File: config.mk
export PLATFORM = sky130hd
export DESIGN_NAME = fast_read_pacer
export DESIGN_NICKNAME = d
export VERILOG_FILES = /design/src/rtl/fast_read_pacer.sv
export SDC_FILE = /design/constraint.sdc
export NUM_CORES = 1
export LEC_CHECK = 0
export ABC_AREA = 1
export CAP_MARGIN = 20
export CORE_ASPECT_RATIO = 1.1
export CORE_MARGIN = 2
export CORE_UTILIZATION = 30
export CTS_BUF_LIST = sky130_fd_sc_hd__clkbuf_8
export CTS_CLUSTER_DIAMETER = 60
export CTS_CLUSTER_SIZE = 10
export DETAILED_ROUTE_END_ITERATION = 10
export GPL_TIMING_DRIVEN = 0
export PLACE_DENSITY = 0.48
export SLEW_MARGIN = 10
export SYNTH_ARGS = -nofsm -noshare
export SYNTH_HDL_FRONTEND = slang
export SYNTH_SLANG_ARGS = --single-unit
File: constraint.sdc
create_clock -name clk_fast -period 6.05 [get_ports clk_fast]
set_input_delay 1.5125 -clock clk_fast [delete_from_list [all_inputs] [get_ports clk_fast]]
set_output_delay 1.5125 -clock clk_fast [all_outputs]
set_load 0.05 [all_outputs]
File: src/rtl/fast_read_pacer.sv
// Paces bursty fast-domain read events into single-cycle read pulses spaced GAP_CYCLES+1 apart.
// Optional build macro PACER_DROP_CNT_EN adds an 8-bit saturating drop counter output (drop_cnt).
module fast_read_pacer #(
  parameter int GAP_CYCLES = 16,
  parameter int CNT_W      = 4
) (
  input  logic             clk_fast,
  input  logic             sys_rst_n,
  input  logic             evt_valid,
  output logic             evt_ready,
  input  logic             clr_ovf,
  output logic             read,
  output logic [CNT_W-1:0] pending_cnt,
  output logic             busy,
  output logic             ovf
`ifdef PACER_DROP_CNT_EN
  ,
  output logic [7:0]       drop_cnt
`endif
);

  localparam int GAP_W = (GAP_CYCLES > 1) ? $clog2(GAP_CYCLES) : 1;
  localparam logic [CNT_W-1:0] PEND_MAX  = {CNT_W{1'b1}};
  localparam logic [CNT_W-1:0] PEND_ZERO = {CNT_W{1'b0}};
  localparam logic [CNT_W-1:0] PEND_ONE  = {{(CNT_W-1){1'b0}}, 1'b1};
  localparam logic [GAP_W-1:0] GAP_LOAD  = GAP_W'(GAP_CYCLES - 1);
  localparam logic [GAP_W-1:0] GAP_ZERO  = {GAP_W{1'b0}};
  localparam logic [GAP_W-1:0] GAP_ONE   = {{(GAP_W-1){1'b0}}, 1'b1};

  typedef enum logic [1:0] {
    ST_IDLE = 2'd0,
    ST_EMIT = 2'd1,
    ST_GAP  = 2'd2
  } state_e;

  state_e             state_q, state_d;
  logic [GAP_W-1:0]   gap_q, gap_d;
  logic [CNT_W-1:0]   pending_q, pending_d;
  logic               read_q, read_d;
  logic               busy_q, busy_d;
  logic               ovf_q, ovf_d;
  logic               accept;
  logic               drop;
  logic               emit;

  assign evt_ready   = (pending_q != PEND_MAX);
  assign accept      = evt_valid && evt_ready;
  assign drop        = evt_valid && !evt_ready;
  assign read        = read_q;
  assign pending_cnt = pending_q;
  assign busy        = busy_q;
  assign ovf         = ovf_q;

  // Next-state logic; emit decisions look only at the registered pending count.
  always_comb begin
    state_d = state_q;
    gap_d   = gap_q;
    emit    = 1'b0;
    case (state_q)
      ST_IDLE: begin
        if (pending_q != PEND_ZERO) begin
          emit    = 1'b1;
          state_d = ST_EMIT;
        end else begin
          state_d = ST_IDLE;
        end
      end
      ST_EMIT: begin
        state_d = ST_GAP;
        gap_d   = GAP_LOAD;
      end
      ST_GAP: begin
        if (gap_q != GAP_ZERO) begin
          gap_d = gap_q - GAP_ONE;
        end else if (pending_q != PEND_ZERO) begin
          emit    = 1'b1;
          state_d = ST_EMIT;
        end else begin
          state_d = ST_IDLE;
        end
      end
      default: begin
        state_d = ST_IDLE;
        gap_d   = GAP_ZERO;
      end
    endcase
  end

  // Pending count, pulse and status next values.
  always_comb begin
    pending_d = pending_q;
    case ({accept, emit})
      2'b10:   pending_d = pending_q + PEND_ONE;
      2'b01:   pending_d = pending_q - PEND_ONE;
      default: pending_d = pending_q;
    endcase
    read_d = emit;
    busy_d = (state_d != ST_IDLE);
    // A drop on the same edge as a clear keeps the flag set.
    if (drop) begin
      ovf_d = 1'b1;
    end else if (clr_ovf) begin
      ovf_d = 1'b0;
    end else begin
      ovf_d = ovf_q;
    end
  end

  // Pacer state registers.
  always_ff @(posedge clk_fast or negedge sys_rst_n) begin
    if (!sys_rst_n) begin
      state_q   <= ST_IDLE;
      gap_q     <= GAP_ZERO;
      pending_q <= PEND_ZERO;
      read_q    <= 1'b0;
      busy_q    <= 1'b0;
      ovf_q     <= 1'b0;
    end else begin
      state_q   <= state_d;
      gap_q     <= gap_d;
      pending_q <= pending_d;
      read_q    <= read_d;
      busy_q    <= busy_d;
      ovf_q     <= ovf_d;
    end
  end

`ifdef PACER_DROP_CNT_EN
  logic [7:0] drop_cnt_q, drop_cnt_d;

  assign drop_cnt = drop_cnt_q;

  // Saturating drop counter; a drop coinciding with a clear restarts the count at one.
  always_comb begin
    if (drop && clr_ovf) begin
      drop_cnt_d = 8'd1;
    end else if (drop) begin
      drop_cnt_d = (drop_cnt_q == 8'd255) ? 8'd255 : drop_cnt_q + 8'd1;
    end else if (clr_ovf) begin
      drop_cnt_d = 8'd0;
    end else begin
      drop_cnt_d = drop_cnt_q;
    end
  end

  // Drop counter register.
  always_ff @(posedge clk_fast or negedge sys_rst_n) begin
    if (!sys_rst_n) begin
      drop_cnt_q <= 8'd0;
    end else begin
      drop_cnt_q <= drop_cnt_d;
    end
  end
`endif

endmodule

==> results.py, run 1 <==
metrics = {
    "outcome": {
        "status": "completed",
    },
    "logic_synthesis": {
        "yosysMostFrequentCell": "nand2_1",
        "yosys_warnings": 0,
        "synth.net_count": 112,
        "yosysTopAreaCell": "dfrtp_1",
        "syn_area_sq_um": 791,
        "synth_edf_count": 0,
        "synth_cell_type_count": 17,
        "syn_area_per_cell_sq_um": 7.91,
        "synth_top_cell_area_share_pct": 41.1,
        "async_flop_share_pct": 100,
        "ys.flop_type": "dfrtp_1",
        "synthTopCellsByCount": "nand2_1 (21), inv_1 (20), dfrtp_1 (13)",
        "syn_inst": 100,
        "ys_top_cells_by_area": "dfrtp_1 (41%), ha_1 (13%), nand2_1 (10%)",
        "ys_ff_latch": 13,
        "ys_seq_area_share_pct": 41.1,
    },
    "floorplan": {
        "fp.dieArea_sq_um": 3060,
        "pin_count": 12,
        "start_util_pct": 31.7,
        "fp-row-count": 19,
        "dieWidth_microns": 53.0,
        "chipHeight_microns": 57.8,
        "core_sq_um": 2500,
    },
    "timing": {
        "finalSetupViolCount": 0,
        "worst_pin_slew_ns": 0.634,
        "fin_skew_ns": 0.00186,
        "min_period_over_period_pct": 52.7,
        "finalWorstSetupSlack_ns": 2.86,
        "fin_crit_ns": 3.19,
        "hold_violations": 0,
        "max_freq_mhz": 314,
        "tns_ns": 0,
        "relSlewSlack_pct": 57.6,
        "rsz0062_at_grt": "no",
        "maxSlewViolCount": 0,
    },
    "route": {
        "vias": 681,
        "drc": 0,
        "drtPass1Iterations": 4,
        "ant_nets": 0,
        "vias_per_cell": 4.66,
        "wl_microns": 1600,
        "wl_per_cell_microns": 10.9,
        "drt_iter0_drc": 13,
    },
    "clock_tree": {
        "cts-root-buf": "clkbuf_8",
        "cts_buffers": 3,
        "cts_sinks": 13,
        "htree_levels": 1,
        "cts_resized": 0,
        "cts_setup_buffers": 0,
        "clk_path_buf_depth": 2,
        "insertion_delay_ns": 0.24,
        "clk_pin_slew_ns": 0.06,
        "cts_tree": "built",
        "hold_buffers": 0,
    },
    "min_path": {
        "hold_depth": 2,
        "holdCritPathClass": "register to register",
    },
    "global_route": {
        "grt_antenna_before_repair": 0,
        "grt_pass1_vias": 694,
        "grtUsageTotal_pct": 13.0,
        "grt_pass1_wl_microns": 2930,
        "grt_overflow": 0,
        "grt_max_degree": 14,
    },
    "place": {
        "dp_hpwl_microns": 1210,
        "pre_cts_slack_ns": 2.83,
        "placed_area_sq_um": 940,
        "place_congestion": 0.820,
        "port_buffers": 11,
    },
    "worst_setup_path": {
        "crit_type": "register to primary output",
        "critPathCaptureType": "primary output",
        "arrival_ns": 1.68,
        "crit_required_ns": 4.54,
        "critPathLaunchType": "register",
        "r2r_cells": 14,
        "critPathMaxFanout": 7,
    },
    "finish": {
        "antenna_cells": 0,
        "area_delta_synth_final_pct": 24.5,
        "final_area_sq_um": 985,
        "final_nets": 128,
        "fin_util_pct": 39.4,
        "layout-drive-gt1-share_pct": 8.70,
    },
    "run": {
        "drv_cap": 0,
    },
}
==> through the flow <==
stage / hold WS (ns) / instances
3_3_place_gp: 0.519 / 142
3_5_place_dp: 0.513 / 142
4_1_cts: 0.530 / 146
6_report: 0.530 / 146
2_1_floorplan: 0.501 / 100
5_1_grt: 0.572 / 146
==> state kept, by name, indices dropped and copies added, names as in the netlist <==
| name | cells |
|---|---|
| busy | 1 |
| ovf | 1 |
| state_q | 2 |
| pending_cnt | 4 |
| gap_q | 4 |
| read | 1 |
==> cells by family after synthesis <==
logic type / share of synthesized area, %
buffers and inverters: 10.9
xor gates and xnor gates: 3.32
adders and majority gates: 12.7
DFF: 41.1
and+or+nand+nor: 22.5
AOI/OAI and AO/OA: 9.49
==> worst paths after layout <==
| check | from | end | slack, ns |
|---|---|---|---|
| setup / recovery | pending_cnt[0]$_DFFE_PN0P_ | evt_ready | 2.86 |
| hold / removal | gap_q[1]$_DFFE_PN0P_ | gap_q[1]$_DFFE_PN0P_ | 0.53 |
| setup reg to reg | state_q[0]$_DFF_PN0_ | pending_cnt[2]$_DFFE_PN0P_ | 3.59 |
| hold reg to reg | gap_q[1]$_DFFE_PN0P_ | gap_q[1]$_DFFE_PN0P_ | 0.53 |
| max in group asynchronous | sys_rst_n | gap_q[0]$_DFFE_PN0P_ | 3.98 |
| min in group asynchronous | sys_rst_n | gap_q[3]$_DFFE_PN0P_ | 1.66 |
==> layer usage <==
layer  track usage, %  vias to the layer above  routed length, microns  share of wire, %
li1                 -                      348                       -                 -
met1             16.5                      317                     770                48
met2             20.4                       11                     738                46
met3             3.09                        5                      51               3.2
met4             6.59                        0                      35               2.2
met5                0                        -                       0                 0
==> final cells by class <==
| cell class | instances | area (sq um) |
|---|---|---|
| inverters | 23 | 86.3 |
| clock inverters | 1 | 3.75 |
| well taps | 31 | 38.8 |
| flip-flops and latches | 13 | 325 |
| repair buffers | 11 | 110 |
| multi-input cells | 64 | 379 |
| fillers | 277 | 1510 |
| clock buffers | 3 | 41.3 |
==> critical path, cell delays in order, from the launching register on <==
cell             delay [ns]
dfrtp_1                0.45
nand4_1                0.16
clkdlybuf4s50_1        0.82
==> placed cells by master, fill, tap and decap left out <==
cell type / instances
inv_1: 21
nand2_1: 21
dfrtp_1: 13
clkdlybuf4s50_1: 11
ha_1: 8
nand3_1: 7
o21ai_1: 6
o21ai_0: 5
nor2_1: 4
nand4_1: 4
inv_2: 3
clkbuf_8: 3
nor2_2: 2
xnor2_1: 2
nor2_4: 1
o21ai_2: 1
o22ai_1: 1
a21oi_1: 1
xor2_1: 1
Power of run 1 is left out: the tool's default activity adds up to more than one toggle a clock period on the data nets, which glitch-free logic cannot reach.
==> run 2, diff against run 1 <==
PLACE_DENSITY = 0.5   (was 0.48)
clock period = 2.77 ns   (was 6.05 ns; I/O delays follow)
==> run 2 against run 1 <==
Core utilization unchanged; routed wire length decreased by 5.5%; sequential share of layout area did not move; cell count is the same; sequential cell count did not move; non-clock buffer count unchanged; hold slack lost 0.0033 ns; die area stayed put; clock skew increased by 0.0029 ns; highest routed layer unchanged; clock-buffer cell count unchanged.
==> results.py, run 2 (same netlist as run 1, synthesis figures left out) <==
metrics = {
    "outcome": {
        "status": "completed",
    },
    "worst_setup_path": {
        "critPathLaunchType": "register",
        "crit-reg2reg-launch": "state_q[0]$_DFF_PN0_",
        "crit_type": "register to register",
        "crit_path_frequent_cell": "ha_1",
        "reg2reg_to": "pending_cnt[2]$_DFFE_PN0P_",
        "arrival_ns": 2.60,
        "max_stage_delay_ns": 0.41,
        "crit_required_ns": 2.90,
        "r2r_cells": 14,
        "critPathMaxFanout": 4,
        "r2r_slack_ns": 0.30,
        "slowest_stage": "dfrtp_1",
        "worstPathCellList": "inv_1 > ha_1 > inv_2 > o21ai_2 > inv_1 > nor2_1 > ha_1 > nand2_1 > inv_2 > nor2_4 > ha_1 > a21oi_1 > xor2_1 > o21ai_1",
        "critPathCaptureType": "register",
    },
    "global_route": {
        "grt_max_degree": 14,
        "grt_antenna_before_repair": 0,
        "grt_pass1_wl_microns": 2790,
        "grtUsageTotal_pct": 11.9,
        "grt_pass1_vias": 636,
        "grt_overflow": 0,
    },
    "timing": {
        "fin_crit_ns": 2.47,
        "maxSlewViolCount": 0,
        "rsz0062_at_grt": "no",
        "relSlewSlack_pct": 60.7,
        "hold_violations": 0,
        "worst_pin_slew_ns": 0.588,
        "max_freq_mhz": 405,
        "tns_ns": 0,
        "fin_skew_ns": 0.00479,
        "finalSetupViolCount": 0,
        "min_period_over_period_pct": 89.2,
    },
    "clock_tree": {
        "cts_buffers": 3,
        "cts-root-buf": "clkbuf_8",
        "cts_sinks": 13,
        "cts_setup_buffers": 0,
        "insertion_delay_ns": 0.24,
        "clk_pin_slew_ns": 0.06,
        "clk_path_buf_depth": 2,
        "hold_buffers": 0,
        "cts_resized": 0,
        "cts_tree": "built",
        "htree_levels": 1,
    },
    "route": {
        "drtPass1Iterations": 4,
        "vias": 666,
        "vias_per_cell": 4.56,
        "wl_per_cell_microns": 10.3,
        "drt_iter0_drc": 6,
        "ant_nets": 0,
        "drc": 0,
        "wl_microns": 1510,
    },
    "floorplan": {
        "fp.dieArea_sq_um": 3060,
        "core_sq_um": 2500,
        "dieWidth_microns": 53.0,
        "chipHeight_microns": 57.8,
        "pin_count": 12,
        "start_util_pct": 31.7,
        "fp-row-count": 19,
    },
    "run": {
        "drv_cap": 0,
    },
    "finish": {
        "stdcell_count": 146,
        "area_delta_synth_final_pct": 24.5,
        "layout_common_cells": "inv_1 (21), nand2_1 (21), dfrtp_1 (13), clkdlybuf4s50_1 (11), ha_1 (8)",
        "final_nets": 128,
        "layout-drive-gt1-share_pct": 8.70,
        "antenna_cells": 0,
    },
    "place": {
        "place_congestion": 0.796,
        "dp_hpwl_microns": 1180,
        "dpl.cell_count": 142,
        "port_buffers": 11,
    },
    "min_path": {
        "min_to": "ovf$_DFFE_PN0P_",
        "worstHoldStart": "ovf$_DFFE_PN0P_",
        "holdCritPathClass": "register to register",
        "hold_depth": 2,
    },
}
[run 2: final cells by class]
cell class	count	area, sq um
fill	259	1510
multi-input combinational	64	379
sequential	13	325
timing repair buffer	11	110
inverter	23	86.3
clock buffer	3	41.3
tap	31	38.8
clock inverter	1	3.75
[run 2: worst max-delay path, delay by kind of cell (launching register included)]
kind	cells	cell delay (ns)
flops	1	0.41
xor+xnor	1	0.15
buf+inv	4	0.38
compound gates	3	0.38
fa+ha+maj	3	0.70
simple gates	3	0.34
[run 2: worst max path at each step]
stage                                       endpoint  depth (start not counted)                       start  slack (ns)
after floorplan           pending_cnt[2]$_DFFE_PN0P_                         10  pending_cnt[0]$_DFFE_PN0P_        0.05
after global placement    pending_cnt[2]$_DFFE_PN0P_                         14        state_q[0]$_DFF_PN0_        0.34
after detailed placement  pending_cnt[2]$_DFFE_PN0P_                         14        state_q[0]$_DFF_PN0_        0.30
after CTS                 pending_cnt[2]$_DFFE_PN0P_                         14        state_q[0]$_DFF_PN0_        0.28
after global routing      pending_cnt[2]$_DFFE_PN0P_                         14        state_q[0]$_DFF_PN0_        0.02
final                     pending_cnt[2]$_DFFE_PN0P_                         14        state_q[0]$_DFF_PN0_        0.30
[run 2: metal layers]
layer	share of wire [%]	track usage, %	up-vias
met4	1.3	4.40	0
met5	0	0	-
li1	-	-	344
met2	46	18.4	18
met3	6.0	3.09	2
met1	46	16.0	302
[run 2: per-stage QoR]
step / util (%) / worst slack (ns) / hold slack, ns / cell area, sq um
2_1_floorplan: - / 0.0471 / 0.397 / 791
3_3_place_gp: 37.6 / 0.337 / 0.516 / 940
3_5_place_dp: 37.6 / 0.297 / 0.520 / 940
4_1_cts: 39.4 / 0.278 / 0.529 / 985
5_1_grt: 39.4 / 0.0224 / 0.562 / 985
6_report: 39.4 / 0.300 / 0.526 / 985
Power of run 2 is left out for the same reason.
==> run 3, diff against run 2 <==
CAP_MARGIN = default   (was 20)
==> results of run 3 <==
No change in the layout: final DEF, timing and power equal those of run 2.
Power of run 3 is left out for the same reason.
